## src/rtl/muldiv_pkg.sv

```systemverilog
// Shared types, opcodes and operand helpers for the iterative RV64M multiply/divide unit.
// The optional early-out path in muldiv_sequencer is enabled by MULDIV_EARLY_OUT_EN.
package muldiv_pkg;

    localparam int unsigned XLEN      = 64;
    localparam int unsigned PW        = 2 * XLEN;
    localparam int unsigned MUL_STEPS = 64;
    localparam int unsigned CNT_W     = 7;

    typedef enum logic [2:0] {IDLE, PREP, RUN, FIX, DONE} muldiv_state_t;

    localparam logic [2:0] F3_MUL    = 3'b000;
    localparam logic [2:0] F3_MULH   = 3'b001;
    localparam logic [2:0] F3_MULHSU = 3'b010;
    localparam logic [2:0] F3_MULHU  = 3'b011;
    localparam logic [2:0] F3_DIV    = 3'b100;
    localparam logic [2:0] F3_DIVU   = 3'b101;
    localparam logic [2:0] F3_REM    = 3'b110;
    localparam logic [2:0] F3_REMU   = 3'b111;

    localparam logic [6:0] OP_MULDIV_F7 = 7'b0000001;

    // Word ops look only at bits [31:0], extended according to signedness.
    function automatic logic [XLEN-1:0] ext_operand(input logic [XLEN-1:0] v,
                                                    input logic word,
                                                    input logic sgn);
        if (!word)
            return v;
        return {{32{sgn & v[31]}}, v[31:0]};
    endfunction

    function automatic logic [XLEN-1:0] cond_neg(input logic [XLEN-1:0] v, input logic neg);
        return neg ? (~v + XLEN'(1)) : v;
    endfunction

    function automatic logic [PW-1:0] cond_neg_wide(input logic [PW-1:0] v, input logic neg);
        return neg ? (~v + PW'(1)) : v;
    endfunction

    function automatic logic [XLEN-1:0] sext_word(input logic [XLEN-1:0] v);
        return {{32{v[31]}}, v[31:0]};
    endfunction

endpackage

```

## src/rtl/muldiv_sequencer.sv

```systemverilog
// Iterative RV64M multiply/divide: one shift-add or restoring-subtract step per cycle.
// Define MULDIV_EARLY_OUT_EN to short-cut special divides and exhausted multipliers.
module muldiv_sequencer
    import muldiv_pkg::*;
(
    input  logic            clk,
    input  logic            reset,
    input  logic            start,
    input  logic [2:0]      funct3,
    input  logic            word,
    input  logic [XLEN-1:0] op_a,
    input  logic [XLEN-1:0] op_b,
    output logic            busy,
    output logic            done,
    output logic [XLEN-1:0] result
);

    muldiv_state_t   state, state_next;
    logic [2:0]      f3_r;
    logic            word_r;
    logic [XLEN-1:0] a_r, b_r;
    logic [XLEN-1:0] acc, lo, mcand;
    logic [CNT_W-1:0] count;
    logic            neg_q, neg_r, div0, ovf;

    // Operand preparation, evaluated while in PREP.
    logic            sgn_a, sgn_b, sa, sb, div0_c, ovf_c;
    logic [XLEN-1:0] ext_a, ext_b, mag_a, mag_b, min_val;
    logic [CNT_W-1:0] steps;

    assign sgn_a   = (f3_r != F3_MULHU) && (f3_r != F3_DIVU) && (f3_r != F3_REMU);
    assign sgn_b   = sgn_a && (f3_r != F3_MULHSU);
    assign ext_a   = ext_operand(a_r, word_r, sgn_a);
    assign ext_b   = ext_operand(b_r, word_r, sgn_b);
    assign sa      = sgn_a & ext_a[XLEN-1];
    assign sb      = sgn_b & ext_b[XLEN-1];
    assign mag_a   = cond_neg(ext_a, sa);
    assign mag_b   = cond_neg(ext_b, sb);
    assign min_val = word_r ? 64'hFFFF_FFFF_8000_0000 : 64'h8000_0000_0000_0000;
    assign div0_c  = f3_r[2] && (ext_b == '0);
    assign ovf_c   = f3_r[2] && sgn_b && (ext_a == min_val) && (ext_b == '1);
    assign steps   = word_r ? CNT_W'(MUL_STEPS / 2) : CNT_W'(MUL_STEPS);

    // One iteration of each algorithm.
    logic [XLEN:0]   mul_sum, rem_sh;
    logic [XLEN-1:0] rem_sub;
    logic            rem_ge;

    assign mul_sum = {1'b0, acc} + (lo[0] ? {1'b0, mcand} : '0);
    assign rem_sh  = {acc, lo[XLEN-1]};
    assign rem_ge  = rem_sh >= {1'b0, mcand};
    assign rem_sub = rem_sh[XLEN-1:0] - mcand;

    logic            mul_early, prep_skip;
    logic [PW-1:0]   prod;

`ifdef MULDIV_EARLY_OUT_EN
    // Unconsumed multiplier bits sit in lo[count-1:0]; once zero, only shifts remain.
    assign mul_early = (state == RUN) && !f3_r[2] &&
                       ((lo & ((XLEN'(1) << count) - XLEN'(1))) == '0);
    assign prep_skip = div0_c | ovf_c;
    assign prod      = {acc, lo} >> count;
`else
    assign mul_early = 1'b0;
    assign prep_skip = 1'b0;
    assign prod      = {acc, lo};
`endif

    // Result formatting, evaluated while in FIX.
    logic [PW-1:0]   prod_al, prod_s;
    logic [XLEN-1:0] quot, rem, field, fix_result;
    logic            illegal;

    assign prod_al = word_r ? {{XLEN{1'b0}}, prod[95:32]} : prod;
    assign prod_s  = cond_neg_wide(prod_al, neg_q);
    assign quot    = div0 ? '1 : (ovf ? a_r : cond_neg(lo, neg_q));
    assign rem     = div0 ? a_r : (ovf ? '0 : cond_neg(acc, neg_r));
    assign illegal = word_r && (f3_r inside {F3_MULH, F3_MULHSU, F3_MULHU});

    always_comb begin
        field = '0;
        case (f3_r)
            F3_MUL:                      field = prod_s[XLEN-1:0];
            F3_MULH, F3_MULHSU, F3_MULHU: field = prod_s[PW-1:XLEN];
            F3_DIV, F3_DIVU:             field = quot;
            default:                     field = rem;
        endcase
        fix_result = illegal ? '0 : (word_r ? sext_word(field) : field);
    end

    // Next-state logic.
    always_comb begin
        state_next = state;
        case (state)
            IDLE: if (start) state_next = PREP;
            PREP: state_next = prep_skip ? FIX : RUN;
            RUN:  if (mul_early || count == CNT_W'(1)) state_next = FIX;
            FIX:  state_next = DONE;
            DONE: state_next = IDLE;
            default: state_next = IDLE;
        endcase
    end

    // State register, registered outputs and the shared shift datapath.
    always_ff @(posedge clk or posedge reset) begin
        if (reset) begin
            state  <= IDLE;
            busy   <= 1'b0;
            done   <= 1'b0;
            result <= '0;
            f3_r   <= '0;
            word_r <= 1'b0;
            a_r    <= '0;
            b_r    <= '0;
            acc    <= '0;
            lo     <= '0;
            mcand  <= '0;
            count  <= '0;
            neg_q  <= 1'b0;
            neg_r  <= 1'b0;
            div0   <= 1'b0;
            ovf    <= 1'b0;
        end else begin
            state <= state_next;
            busy  <= state_next != IDLE;
            done  <= state_next == DONE;
            case (state)
                IDLE: if (start) begin
                    f3_r   <= funct3;
                    word_r <= word;
                    a_r    <= op_a;
                    b_r    <= op_b;
                end
                PREP: begin
                    neg_q <= sa ^ sb;
                    neg_r <= sa;
                    div0  <= div0_c;
                    ovf   <= ovf_c;
                    count <= steps;
                    acc   <= '0;
                    mcand <= f3_r[2] ? mag_b : mag_a;
                    if (f3_r[2])
                        lo <= word_r ? {mag_a[31:0], 32'b0} : mag_a;
                    else
                        lo <= mag_b;
                end
                RUN: if (!mul_early) begin
                    count <= count - CNT_W'(1);
                    if (f3_r[2]) begin
                        acc <= rem_ge ? rem_sub : rem_sh[XLEN-1:0];
                        lo  <= {lo[XLEN-2:0], rem_ge};
                    end else begin
                        acc <= mul_sum[XLEN:1];
                        lo  <= {mul_sum[0], lo[XLEN-1:1]};
                    end
                end
                FIX: result <= fix_result;
                default: ;
            endcase
        end
    end

endmodule

```

## config.mk

```make
export PLATFORM = sky130hd
export DESIGN_NAME = muldiv_sequencer
export DESIGN_NICKNAME = d
export VERILOG_FILES = /design/src/rtl/muldiv_pkg.sv /design/src/rtl/muldiv_sequencer.sv
export SDC_FILE = /design/constraint.sdc
export NUM_CORES = 2
export LEC_CHECK = 0
export CAP_MARGIN = 10
export CORE_MARGIN = 5
export CORE_UTILIZATION = 30
export CTS_BUF_LIST = sky130_fd_sc_hd__clkbuf_8
export CTS_CLUSTER_SIZE = 25
export DETAILED_ROUTE_END_ITERATION = 8
export DONT_BUFFER_PORTS = 1
export PLACE_DENSITY_LB_ADDON = 0.08
export SYNTH_ARGS = -nofsm -noshare
export SYNTH_HDL_FRONTEND = slang
export SYNTH_SLANG_ARGS = --single-unit
export TNS_END_PERCENT = 30
```

## constraint.sdc

```tcl
create_clock -name clk -period 17.95 [get_ports clk]
set_clock_uncertainty 0.1 [all_clocks]
set_input_delay 2.6925 -clock clk [delete_from_list [all_inputs] [get_ports clk]]
set_output_delay 2.6925 -clock clk [all_outputs]
set_load 0.05 [all_outputs]
```

==> qor.tcl <==
set qor(grt_first_pass_wirelength_um) 327800
set qor(die_width_um) 374.0
set qor(floorplan.initialDensity_pct) 30.19
set qor(timing.critical_path.slowest_cell_delay_ns) 0.84
set qor(slew-limit-headroom_pct) 8.542
set qor(timing.critical_path.max_delay_family) {simple AND/OR/NAND/NOR gates}
set qor(post_drt_via_cell_ratio) 6.229
set qor(cts-root-buf) {sky130_fd_sc_hd__clkbuf_8}
set qor(tritoncts) {yes}
set qor(cts_made_buffers) 87
set qor(setup_viol_count_final) 0
set qor(cts-root-to-sink-buffers) 3
set qor(pre_cts_ws_ns) 10.61
set qor(ff2ff_path_depth) 14
set qor(maxSlewViolCount) 0
set qor(crit_chain) {buf_4 > buf_4 > buf_4 > mux2i_1 > o211ai_1 > nor3_1 > nand4_1 > or2_1 > nor2_2 > o21ai_1 > o311ai_4 > nor2_1 > nor2_2 > a21oi_1}
set qor(clock_tree.htree_level_count) 3
set qor(globalRoute.totalOverflow) 0
set qor(synth_largest_type_area_fraction_pct) 25.44
set qor(post-route-cell-area_um2) 43430
set qor(io_buffers) 0
set qor(synthFlopType) {sky130_fd_sc_hd__dfrtp_1}
set qor(hold_path_depth) 2
set qor(synthTopCellsByCount) {sky130_fd_sc_hd__o21ai_0, sky130_fd_sc_hd__nand2_1, sky130_fd_sc_hd__nor2_1}
set qor(crit_path_max_fanout) 61
set qor(synth_cell_types) 93
set qor(cts_repair_resize_count) 0
set qor(run_status) {finished clean}
set qor(via_count_of_the_first_global_routing_pass) 40240
set qor(yosys_register_bits) 404
set qor(antenna_found_initial) 22
set qor(placed_cells) 6733
set qor(first_iter_violations) 5481
set qor(routedWlPerCell_um) 34.25
set qor(instances_no_fill) 6902
set qor(clk_latency_ns) 0.84
set qor(post-route-drc-count) 0
set qor(arrival_ns) 8.22
set qor(post_route_ant_nets) 0
set qor(setup_tns_ns) 0
set qor(synth-edff-count) 0
set qor(final.fill_count) 14250
set qor(yosys.cell_count.top_type) {sky130_fd_sc_hd__o21ai_0}
set qor(ios) 201
set qor(clk_pin_slew_worst_paths_ns) 0.06
set qor(ff_latch_area_um2) 10120
set qor(multi_input_combinational_cell_area_um2) 27320
set qor(critPathKind) {reg -> reg}
set qor(via_count) 43000
set qor(flow.area_growth_from_synthesis_pct) 9.268
set qor(coreArea_um2) 131600
set qor(reg2reg_setup_slack_ns) 10.30
set qor(route.final.wire_length_um) 236400
set qor(required_ns) 18.52
set qor(cp-end-kind) {flip-flop}
set qor(pin_count_of_the_biggest_net_entering_global_routing) 128
set qor(synth_nets) 5553
set qor(drive_above_1_share_pct) 10.25
set qor(die-area_um2) 139900
set qor(postPlaceCellArea_um2) 41490
set qor(drt_first_pass_iters) 6
set qor(final_period_minus_worst_setup_slack_ns) 7.653
set qor(cts.sinks) 404
set qor(synth-warning-count) 0
set qor(most_frequent_cell_on_critical_path) {sky130_fd_sc_hd__buf_4}
set qor(synth_area_per_inst_um2) 7.528
set qor(crit_buf_inv) 3
set qor(critical_path_cell_count) 14
set qor(hp-class) {reg -> reg}
set qor(mapped_cell_area_um2) 39750
set qor(die_y_um) 374.0
set qor(synth_largest_area_cell) {sky130_fd_sc_hd__dfrtp_1}
set qor(synth_async_sr_flop_share_pct) 100.0
set qor(worst_slew_pin_tran_ns) 1.364
set qor(fin_crit_sh_pct) 42.64
set qor(setup_ws_ns) 10.30
set qor(final-hold-violation-count) 0
set qor(place.detailed.hpwl_um) 180900
set qor(post-cts-setup-buffers) 0
set qor(layout.nets) 5341
set qor(critical_path.slowest_cell) {sky130_fd_sc_hd__dfrtp_4}
set qor(track_usage_pct) 32.32
set qor(timing.fmax_mhz) 130.7
set qor(fp-row-count) 133
set qor(cp-start-kind) {flip-flop}
set qor(synth.top_cells.by_area) {sky130_fd_sc_hd__dfrtp_1, sky130_fd_sc_hd__o21ai_0, sky130_fd_sc_hd__xnor2_1, sky130_fd_sc_hd__a21oi_1, sky130_fd_sc_hd__nand2_1}
set qor(synth.yosys.seq_area_share_pct) 25.44
set qor(netlist_instances) 5280
set qor(routabilityCongestion) 1.006
set qor(drv_cap) 0
set qor(cts_hold_repair.buffers) 0
set qor(grt_setup_unrepaired) {no}
-- layout make-up --
| class | count | share of cell area (%) |
|---|---|---|
| multi-input combinational | 4253 | 62.90 |
| sequential | 404 | 23.31 |
| tap | 1755 | 5.056 |
| clock buffer | 110 | 3.486 |
| timing repair buffer | 165 | 2.898 |
| inverter | 157 | 1.380 |
| clock inverter | 52 | 0.9334 |
| antenna | 6 | 0.03457 |
-- worst min-delay path, delay by kind of cell (launching register included) --
kind	cells	cell delay, ns
DFF	1	0.34
and+or+nand+nor	1	0.05
AOI/OAI and AO/OA	1	0.06
-- final timing paths --
kind	startpoint	endpoint
min reg2reg	mcand[48]	mcand[48]
max	word_r	result[36]
min	mcand[48]	mcand[48]
max in group asynchronous	reset	result[53]
max reg2reg	word_r	result[36]
min in group asynchronous	reset	count[2]
-- sequential cells by signal (all words and copies together), names as in the netlist --
| signal | flops |
|---|---|
| busy | 1 |
| ovf | 1 |
| state | 3 |
| a_r | 64 |
| neg_r | 1 |
| f3_r | 3 |
| div0 | 1 |
| b_r | 64 |
| done | 1 |
| word_r | 1 |
| acc | 64 |
| count | 7 |
| lo | 64 |
| neg_q | 1 |
| result | 64 |
| mcand | 64 |
-- metal layers --
metal | share of wire, % | track usage (%) | wire length, µm
met4 | 6.6 | 17.47 | 15610
met3 | 9.4 | 8.118 | 22190
met5 | 0.019 | 0 | 44
met1 | 43 | 43.95 | 101000
met2 | 41 | 46.84 | 97490
-- layout by cell type, fill, tap and decap left out, drive strengths merged, types with 98 or more instances in the layout --
master,instances
a21oi,447
inv,179
ha,136
xor2,178
clkbuf,110
dfrtp,404
nand2,548
buf,165
nor2,458
mux2i,127
o211ai,111
o21ai,569
nor3,127
nand3,98
xnor2,257
mux2,132
-- kinds of logic (layout without fill, tap and decap cells) --
| group | count (synthesis) | count (layout) | synth area share [%] |
|---|---|---|---|
| AO/OA/AOI/OAI | 1768 | 1768 | 28.09 |
| flip-flops | 404 | 404 | 25.44 |
| adder cells (fa/ha/maj) | 138 | 138 | 4.382 |
| AND/OR/NAND/NOR | 1653 | 1653 | 19.50 |
| buffers and inverters | 623 | 484 | 6.060 |
| multiplexers | 259 | 259 | 6.948 |
| XOR/XNOR | 435 | 435 | 9.586 |
| other | 0 | 6 | 0 |
-- per-stage QoR --
step,util (%),hold slack [ns]
2_1_floorplan,-,0.3498
3_3_place_gp,31.52,0.3608
3_5_place_dp,31.52,0.3699
4_1_cts,32.98,0.3831
5_1_grt,32.99,0.4066
6_report,32.99,0.3809
Power is left out: the tool's default activity adds up to more than one toggle a clock period on the data nets, which glitch-free logic cannot reach.
